### src/rtl/if_fetch_queue.sv
// Instruction fetch queue between IF and ID.
// Issues one outstanding fetch at a time, buffers returned instructions with
// their PC/PC+4 in a DEPTH-entry FIFO, and drops everything on a flush.
module if_fetch_queue #(
    parameter int unsigned DEPTH = 2
) (
    input  logic        clk,
    input  logic        reset,
    input  logic [31:0] fetch_addr,
    input  logic [31:0] fetch_pc4,
    output logic        pc_advance,
    input  logic        flush,
    output logic        imem_req,
    output logic [31:0] imem_addr,
    input  logic        imem_ack,
    input  logic        imem_rvalid,
    input  logic [31:0] imem_rdata,
    output logic        id_valid,
    input  logic        id_ready,
    output logic [31:0] id_inst,
    output logic [31:0] id_pc,
    output logic [31:0] id_pc4
);

    localparam int unsigned PtrW = $clog2(DEPTH);
    localparam logic [PtrW:0] FullCount = (PtrW + 1)'(DEPTH);
    localparam logic [31:0] Nop = 32'h0000_0013;

    typedef enum logic [1:0] {
        StIdle,
        StWait,
        StDrop
    } state_e;

    state_e state;

    logic [31:0] req_pc;
    logic [31:0] req_pc4;

    logic [31:0] mem_inst [DEPTH];
    logic [31:0] mem_pc   [DEPTH];
    logic [31:0] mem_pc4  [DEPTH];

    logic [PtrW-1:0] wr_ptr;
    logic [PtrW-1:0] rd_ptr;
    logic [PtrW:0]   count;

    logic push;
    logic pop;

    // Request side: a slot is reserved at request time, so a later push never overflows.
    always_comb begin
        imem_req   = !reset && !flush && (state == StIdle) && (count < FullCount);
        imem_addr  = fetch_addr;
        pc_advance = imem_req && imem_ack;
        push       = (state == StWait) && imem_rvalid && !flush;
    end

    // Delivery side: head is hidden during reset and flush; idle values are NOP/0.
    always_comb begin
        id_valid = !reset && !flush && (count != '0);
        pop      = id_valid && id_ready;
        if (id_valid) begin
            id_inst = mem_inst[rd_ptr];
            id_pc   = mem_pc[rd_ptr];
            id_pc4  = mem_pc4[rd_ptr];
        end else begin
            id_inst = Nop;
            id_pc   = '0;
            id_pc4  = '0;
        end
    end

    // Fetch FSM: at most one request in flight; DROP swallows the response of a flushed fetch.
    always_ff @(posedge clk or posedge reset) begin
        if (reset) begin
            state   <= StIdle;
            req_pc  <= '0;
            req_pc4 <= '0;
        end else begin
            unique case (state)
                StIdle: begin
                    if (pc_advance) begin
                        req_pc  <= fetch_addr;
                        req_pc4 <= fetch_pc4;
                        state   <= StWait;
                    end
                end
                StWait: begin
                    if (imem_rvalid) begin
                        state <= StIdle;
                    end else if (flush) begin
                        state <= StDrop;
                    end
                end
                StDrop: begin
                    if (imem_rvalid) begin
                        state <= StIdle;
                    end
                end
                default: state <= StIdle;
            endcase
        end
    end

    // FIFO bookkeeping: flush wins over any simultaneous push/pop.
    always_ff @(posedge clk or posedge reset) begin
        if (reset) begin
            wr_ptr <= '0;
            rd_ptr <= '0;
            count  <= '0;
        end else if (flush) begin
            wr_ptr <= '0;
            rd_ptr <= '0;
            count  <= '0;
        end else begin
            if (push) begin
                wr_ptr <= wr_ptr + 1'b1;
            end
            if (pop) begin
                rd_ptr <= rd_ptr + 1'b1;
            end
            if (push && !pop) begin
                count <= count + 1'b1;
            end else if (pop && !push) begin
                count <= count - 1'b1;
            end
        end
    end

    // FIFO storage; contents are only observable through a valid head, so no reset needed.
    always_ff @(posedge clk) begin
        if (push) begin
            mem_inst[wr_ptr] <= imem_rdata;
            mem_pc[wr_ptr]   <= req_pc;
            mem_pc4[wr_ptr]  <= req_pc4;
        end
    end

endmodule

### config.mk
export PLATFORM = sky130hd
export DESIGN_NAME = if_fetch_queue
export DESIGN_NICKNAME = d
export VERILOG_FILES = /design/src/rtl/if_fetch_queue.sv
export SDC_FILE = /design/constraint.sdc
export NUM_CORES = 1
export LEC_CHECK = 0
export CAP_MARGIN = 25
export CORE_MARGIN = 3
export CORE_UTILIZATION = 40
export CTS_CLUSTER_SIZE = 25
export DETAILED_ROUTE_END_ITERATION = 12
export DONT_BUFFER_PORTS = 1
export PLACE_DENSITY = 0.59
export SKIP_CTS_REPAIR_TIMING = 1
export SLEW_MARGIN = 5
export SYNTH_ARGS = -nofsm -noshare
export SYNTH_HDL_FRONTEND = slang
export SYNTH_SLANG_ARGS = --single-unit
### constraint.sdc
create_clock -name clk -period 10.4 [get_ports clk]
set_input_delay 2.08 -clock clk [delete_from_list [all_inputs] [get_ports clk]]
set_output_delay 2.08 -clock clk [all_outputs]
set_load 0.01 [all_outputs]
# --- After elaboration in Yosys (flattened, before gate mapping) ---
# Memories as Yosys holds them, arrays and structs flattened.
# Index checks and enable logic that the tools add are counted.
totals:
  reg_bits: 70
  latchBits: 0
  ram_bits: 192
  mem_bits_ro: 0
  input_bits: 102
  out_inout_bits: 131
  wordCells: 57
  n_memories: 3
classes:
  add_sub_neg: 4
  mul: 0
  div_mod_pow: 0
  order_cmp: 1
  eq_ne: 5
  shift: 0
  muxes: 17
  bitwise_logic: 0
  n_reduce_logical: 21
memory_table:
  columns: ["memory", "depth", "width", "rd", "rd_ports_with_merged_regs", "wr", "line", "text"]
  rows:
  - ["mem_inst", 2, 32, 1, 0, 1, "40", "logic [31:0] mem_inst [DEPTH];"]
  - ["mem_pc", 2, 32, 1, 0, 1, "41", "logic [31:0] mem_pc [DEPTH];"]
  - ["mem_pc4", 2, 32, 1, 0, 1, "42", "logic [31:0] mem_pc4 [DEPTH];"]
ops:
  columns: ["op", "n"]
  rows:
  - ["32-bit 2-to-1 mux", 3]
  - ["2-bit 2-to-1 mux", 7]
  - ["1-bit logical AND", 10]
  - ["1-bit 2-to-1 mux", 6]
  - ["2-bit one-hot mux with 3 select lines", 1]
  - ["2-bit nonzero test", 3]
  - ["1-bit zero test", 4]
  - ["2-bit inequality test (second input constant)", 2]
  - ["3-bit inequality test (second input constant)", 1]
  - ["3-bit AND reduction", 1]
  - ["3-bit nonzero test", 1]
  - ["1-bit adder (second input constant)", 2]
  - ["2-bit by 1-bit adder with 2-bit output (second input constant)", 1]
  - ["2-bit by 1-bit == test with 1-bit output (second input constant)", 1]
  - ["2-bit == test (second input constant)", 1]
  - ["2-bit zero test", 1]
  - ["2-bit < comparator (second input constant)", 1]
  - ["2-bit AND reduction", 1]
  - ["2-bit by 1-bit subtractor with 2-bit output (second input constant)", 1]

# --- Depth between registers and ports, before layout ---
logic_depth:
  depth_word: 8
  depth_mapped: 7
  depth_no_buf: 4

# --- Least setup slack after synthesis ---
# No wires, ideal clock.
synth_path:
  kind: "input -> register"
  start: "in imem_rvalid"
  end: "mem mem_inst[1][0] (enable)"
  setup_time_ns: 0.688
  arrival_ns: 9.243
  t_required_ns: 9.712
  path_slack_ns: 0.469
  stages: 2
  path_buffers: 0
  cell_sequence: "nand3b_1 > nor3b_1"
synth_between:
  elab_chain_cells: 4
synth_lines:
  columns: ["item", "line", "text"]
  rows:
  - ["from (decl)", "16", "input logic imem_rvalid,"]
  - ["1-bit logical AND (2 in a row)", "56", "push = (state == StWait) && imem_rvalid && !flush;"]
  - ["1-bit 2-to-1 mux", "133", "if (push) begin"]
  - ["1-bit 2-to-1 mux (implied by the code)", "134", "mem_inst[wr_ptr] <= imem_rdata;"]
  - ["to (decl)", "40", null]
# Every way passes these cells.

# --- Final worst setup path ---
layout_path:
  start: "in flush"
  end: "out id_pc[2]"
layout_between:
  elab_chain_cells: 4
layout_lines:
  columns: ["item", "line", "text"]
  rows:
  - ["from (decl)", "12", "input logic flush,"]
  - ["1-bit zero test", "61", "id_valid = !reset && !flush && (count != '0);"]
  - ["1-bit logical AND (2 in a row)", "61", null]
  - ["32-bit 2-to-1 mux", "63", "if (id_valid) begin"]
  - ["to (decl)", "21", "output logic [31:0] id_pc,"]
# Every way passes these cells.

==> results.txt <==
----------------------------------------------------
[Setup path]
  CP Capture Type ... output pin
  Worst EP required ... 8.32 ns
  Element type at the critical path start ... primary input
  Critical path start-end classification ... primary input to output pin
  Beginning of the worst register-to-register path ... count[1]
  Critical-path maximum fanout ... 51
  Signal arrival time at the worst endpoint ... 3.33 ns
  Source of the critical timing path ... flush

[Synthesis]
  Most used standard cells in the synthesized netlist ... edfxtp_1, mux2i_1, nor2_1
  Post-Synthesis Net Count ... 715
  Cell area after synthesis ... 0.0105 mm²
  Share of synthesized area spent on multiplexers ... 0.179
  Cell accounting for the most synthesized area ... edfxtp_1
  Number of enable-type register cells in the synthesized netlist ... 192
  Top_reg_cell synth ... edfxtp_1
  Area share of xor/xnor cells in the synthesized design ... 0.00167
  Distinct cell type count of the synthesized netlist ... 32
  Post-synthesis sequential area ratio ... 0.717
  Gate Count Post-Synth ... 613
  Most repeated cell in the gate-level netlist after synthesis ... edfxtp_1
  Arithmetic-cell share of the synthesized area counting full adders, half adders and majority gates ... 0
  Simple-gate area share of the yosys netlist ... 0.0465
  Synth Area per Inst ... 17.1 µm²
  Synthesized-area fraction occupied by ao, oa, aoi and oai cells ... 0.00525
  Synthesis-stage register bit count ... 262
  Largest family of logic cells by synthesized area ... multiplexers
  Count of yosys warnings during synthesis ... 0
  Fraction of registers with async set/reset ... 0.267
  Synth area leaders ... edfxtp_1, dfrtp_1, mux2i_1
  Area share of the largest cell type after synthesis ... 0.550

[Final layout]
  Final instance count without filler cells ... 940
  Area growth from synthesis to final layout ... 8.18%
  Number of filler instances in the final layout ... 2214
  Layout net count ... 692
  Post-Layout Inst Area ... 0.0113 mm²
  Fraction of layout instances using a drive strength above 1 ... 0.200
  Final Core Density ... 0.445
  N_diodes ... 0

[Drt]
  Total vias in the final route ... 4746
  Post-DR wirelength/cell ... 19.9 µm
  Number of DRC violations after detailed routing ... 0
  Starting DRC count in detailed routing ... 268
  Routed via count divided by cell count ... 5.05
  Router iterations before antenna repair ... 4
  Wirelength, routed ... 18700 µm
  Number of nets with antenna violations after routing ... 0

[Min path]
  Beginning of the worst hold path ... req_pc4[19]
  Type of the most critical hold path ... flip-flop to flip-flop

[STA]
  Max-slew violation count ... 0
  Final setup slack of the worst path ... 4.99 ns
  FMAX ... 185 MHz
  Slew at the pin closest to its max-slew limit ... 0.931 ns
  RSZ-0062 raised after global routing ... false
  Final sum of negative setup slack ... 0 ns
  Final hold violation count ... 0
  Worst clock skew on the final layout ... 0.0211 ns
  Final cycle utilization of the critical path ... 0.520
  Number of failing setup endpoints in the final timing report ... 0
  Relative max-transition margin ... 0.379
  Post-route worst hold slack ... 0.465 ns
  Post-route minimum period ... 5.41 ns

[Global route]
  Number of antenna violations at the first check in global routing ... 1
  Global-route wire length before repair ... 28900 µm
  Via count of the first global-routing pass ... 4987
  Overall overflow remaining after global route ... 0
  Maximum number of pins on one net before global-route repair ... 95
  GRT Util Overall ... 0.128

[Clocking]
  Clock latency at the later pin of the worst-skew pair ... 0.52 ns
  CTS tree ... built
  Number of sinks handled by clock tree synthesis ... 262
  Maximum buffer depth of the clock tree ... 3
  Clock buffer count from CTS ... 27
  H-Tree Level Count ... 1
  Library cell used as clock root buffer ... clkbuf_16
  Clock transition time at the flip-flop clock pins of the worst setup and hold paths ... 0.06 ns

[Power]
  Power density of the placed cells ... 202 mW/mm²
  Leakage power total ... 3.84 nW
  IR drop worst, VDD ... 0.149 mV
  Power Total ... 2.29 mW

[Die]
  Boundary pin count ... 233
  Width of the die ... 168 µm
  Initial cell density of the core ... 0.412
  Core ar. ... 0.0255 mm²
  Die Area ... 0.0282 mm²
  Die Y-Extent ... 168 µm
  Row count ... 58

[Place]
  Final GP Congestion ... 0.775
  Placement Cell Area ... 0.0105 mm²
  Placed cell count ... 889
  Place WS ... 4.75 ns
  Placed wire-length estimate after detailed placement ... 11700 µm
  Input/output buffers ... 0

[Flow run]
  Max capacitance violation total ... 0

[Outcome]
  Result of the run ... complete, no violations

----------------------------------------------------
==> per-layer routing <==
metal  up-vias  global-route usage  routed length (µm)  share of wire
li1       2149                   -                   -              -
met3        26              0.0456                1880           0.10
met5         -                   0                  13        0.00070
met2       197               0.214                8870           0.47
met1      2372               0.161                7620           0.41
met4         2              0.0306                 305          0.016
==> cell type report <==
class,instances,area [µm²],area share
Sequential cell,262,7520,0.663
Multi-Input combinational cell,285,2450,0.216
Clock buffer,37,743,0.0655
Tap cell,330,413,0.0364
Timing Repair Buffer,9,100,0.00883
Clock inverter,12,86.3,0.00761
Inverter,5,22.5,0.00199
==> logic make-up after synthesis <==
group,count (synthesis)
mux,161
buf+inv,66
compound gates,8
flops,262
xor+xnor,2
simple gates,114
==> registers in the layout, summed over array words and instances, names as in the netlist <==
signal,cells
mem_pc4,64
count,2
req_pc,32
rd_ptr,1
mem_pc,64
wr_ptr,1
state,2
req_pc4,32
mem_inst,64
==> worst max-delay path, cell delays in order <==
cell	delay, ns
or2_1	0.26
nand2b_4	0.36
buf_12	0.29
nor2_1	0.28
==> final timing paths <==
| check | endpoint | slack [ns] | depth (start not counted) |
|---|---|---|---|
| worst max-delay path | id_pc[2] | 4.99 | 4 |
| worst min-delay path | mem_pc4[0][19] | 0.46 | 0 |
| worst max register to register | req_pc4[18] | 7.76 | 5 |
| worst min register to register | mem_pc4[0][19] | 0.46 | 0 |
| max in group asynchronous | req_pc4[20] | 8.31 | 3 |
| min in group asynchronous | count[1] | 1.50 | 2 |
==> cell usage in the layout (no fill, tap or decap), drive strengths merged, types with 2 or more instances in the layout <==
cell	n
edfxtp	192
nor3	3
nand2b	2
clkinv	10
a21oi	3
clkinvlp	2
clkbuf	37
inv	4
nand3b	2
xnor2	2
mux2	65
nor2	95
dfrtp	70
o31ai	2
or2	2
buf	9
mux2i	96
nand2	4
==> power by group <==
group	switching, mW	internal (mW)	total [mW]
Clock	0.367	0.522	0.889
Sequential	0.0499	1.23	1.28
Combinational	0.0453	0.0822	0.128
(Power assumes the default switching activity.)
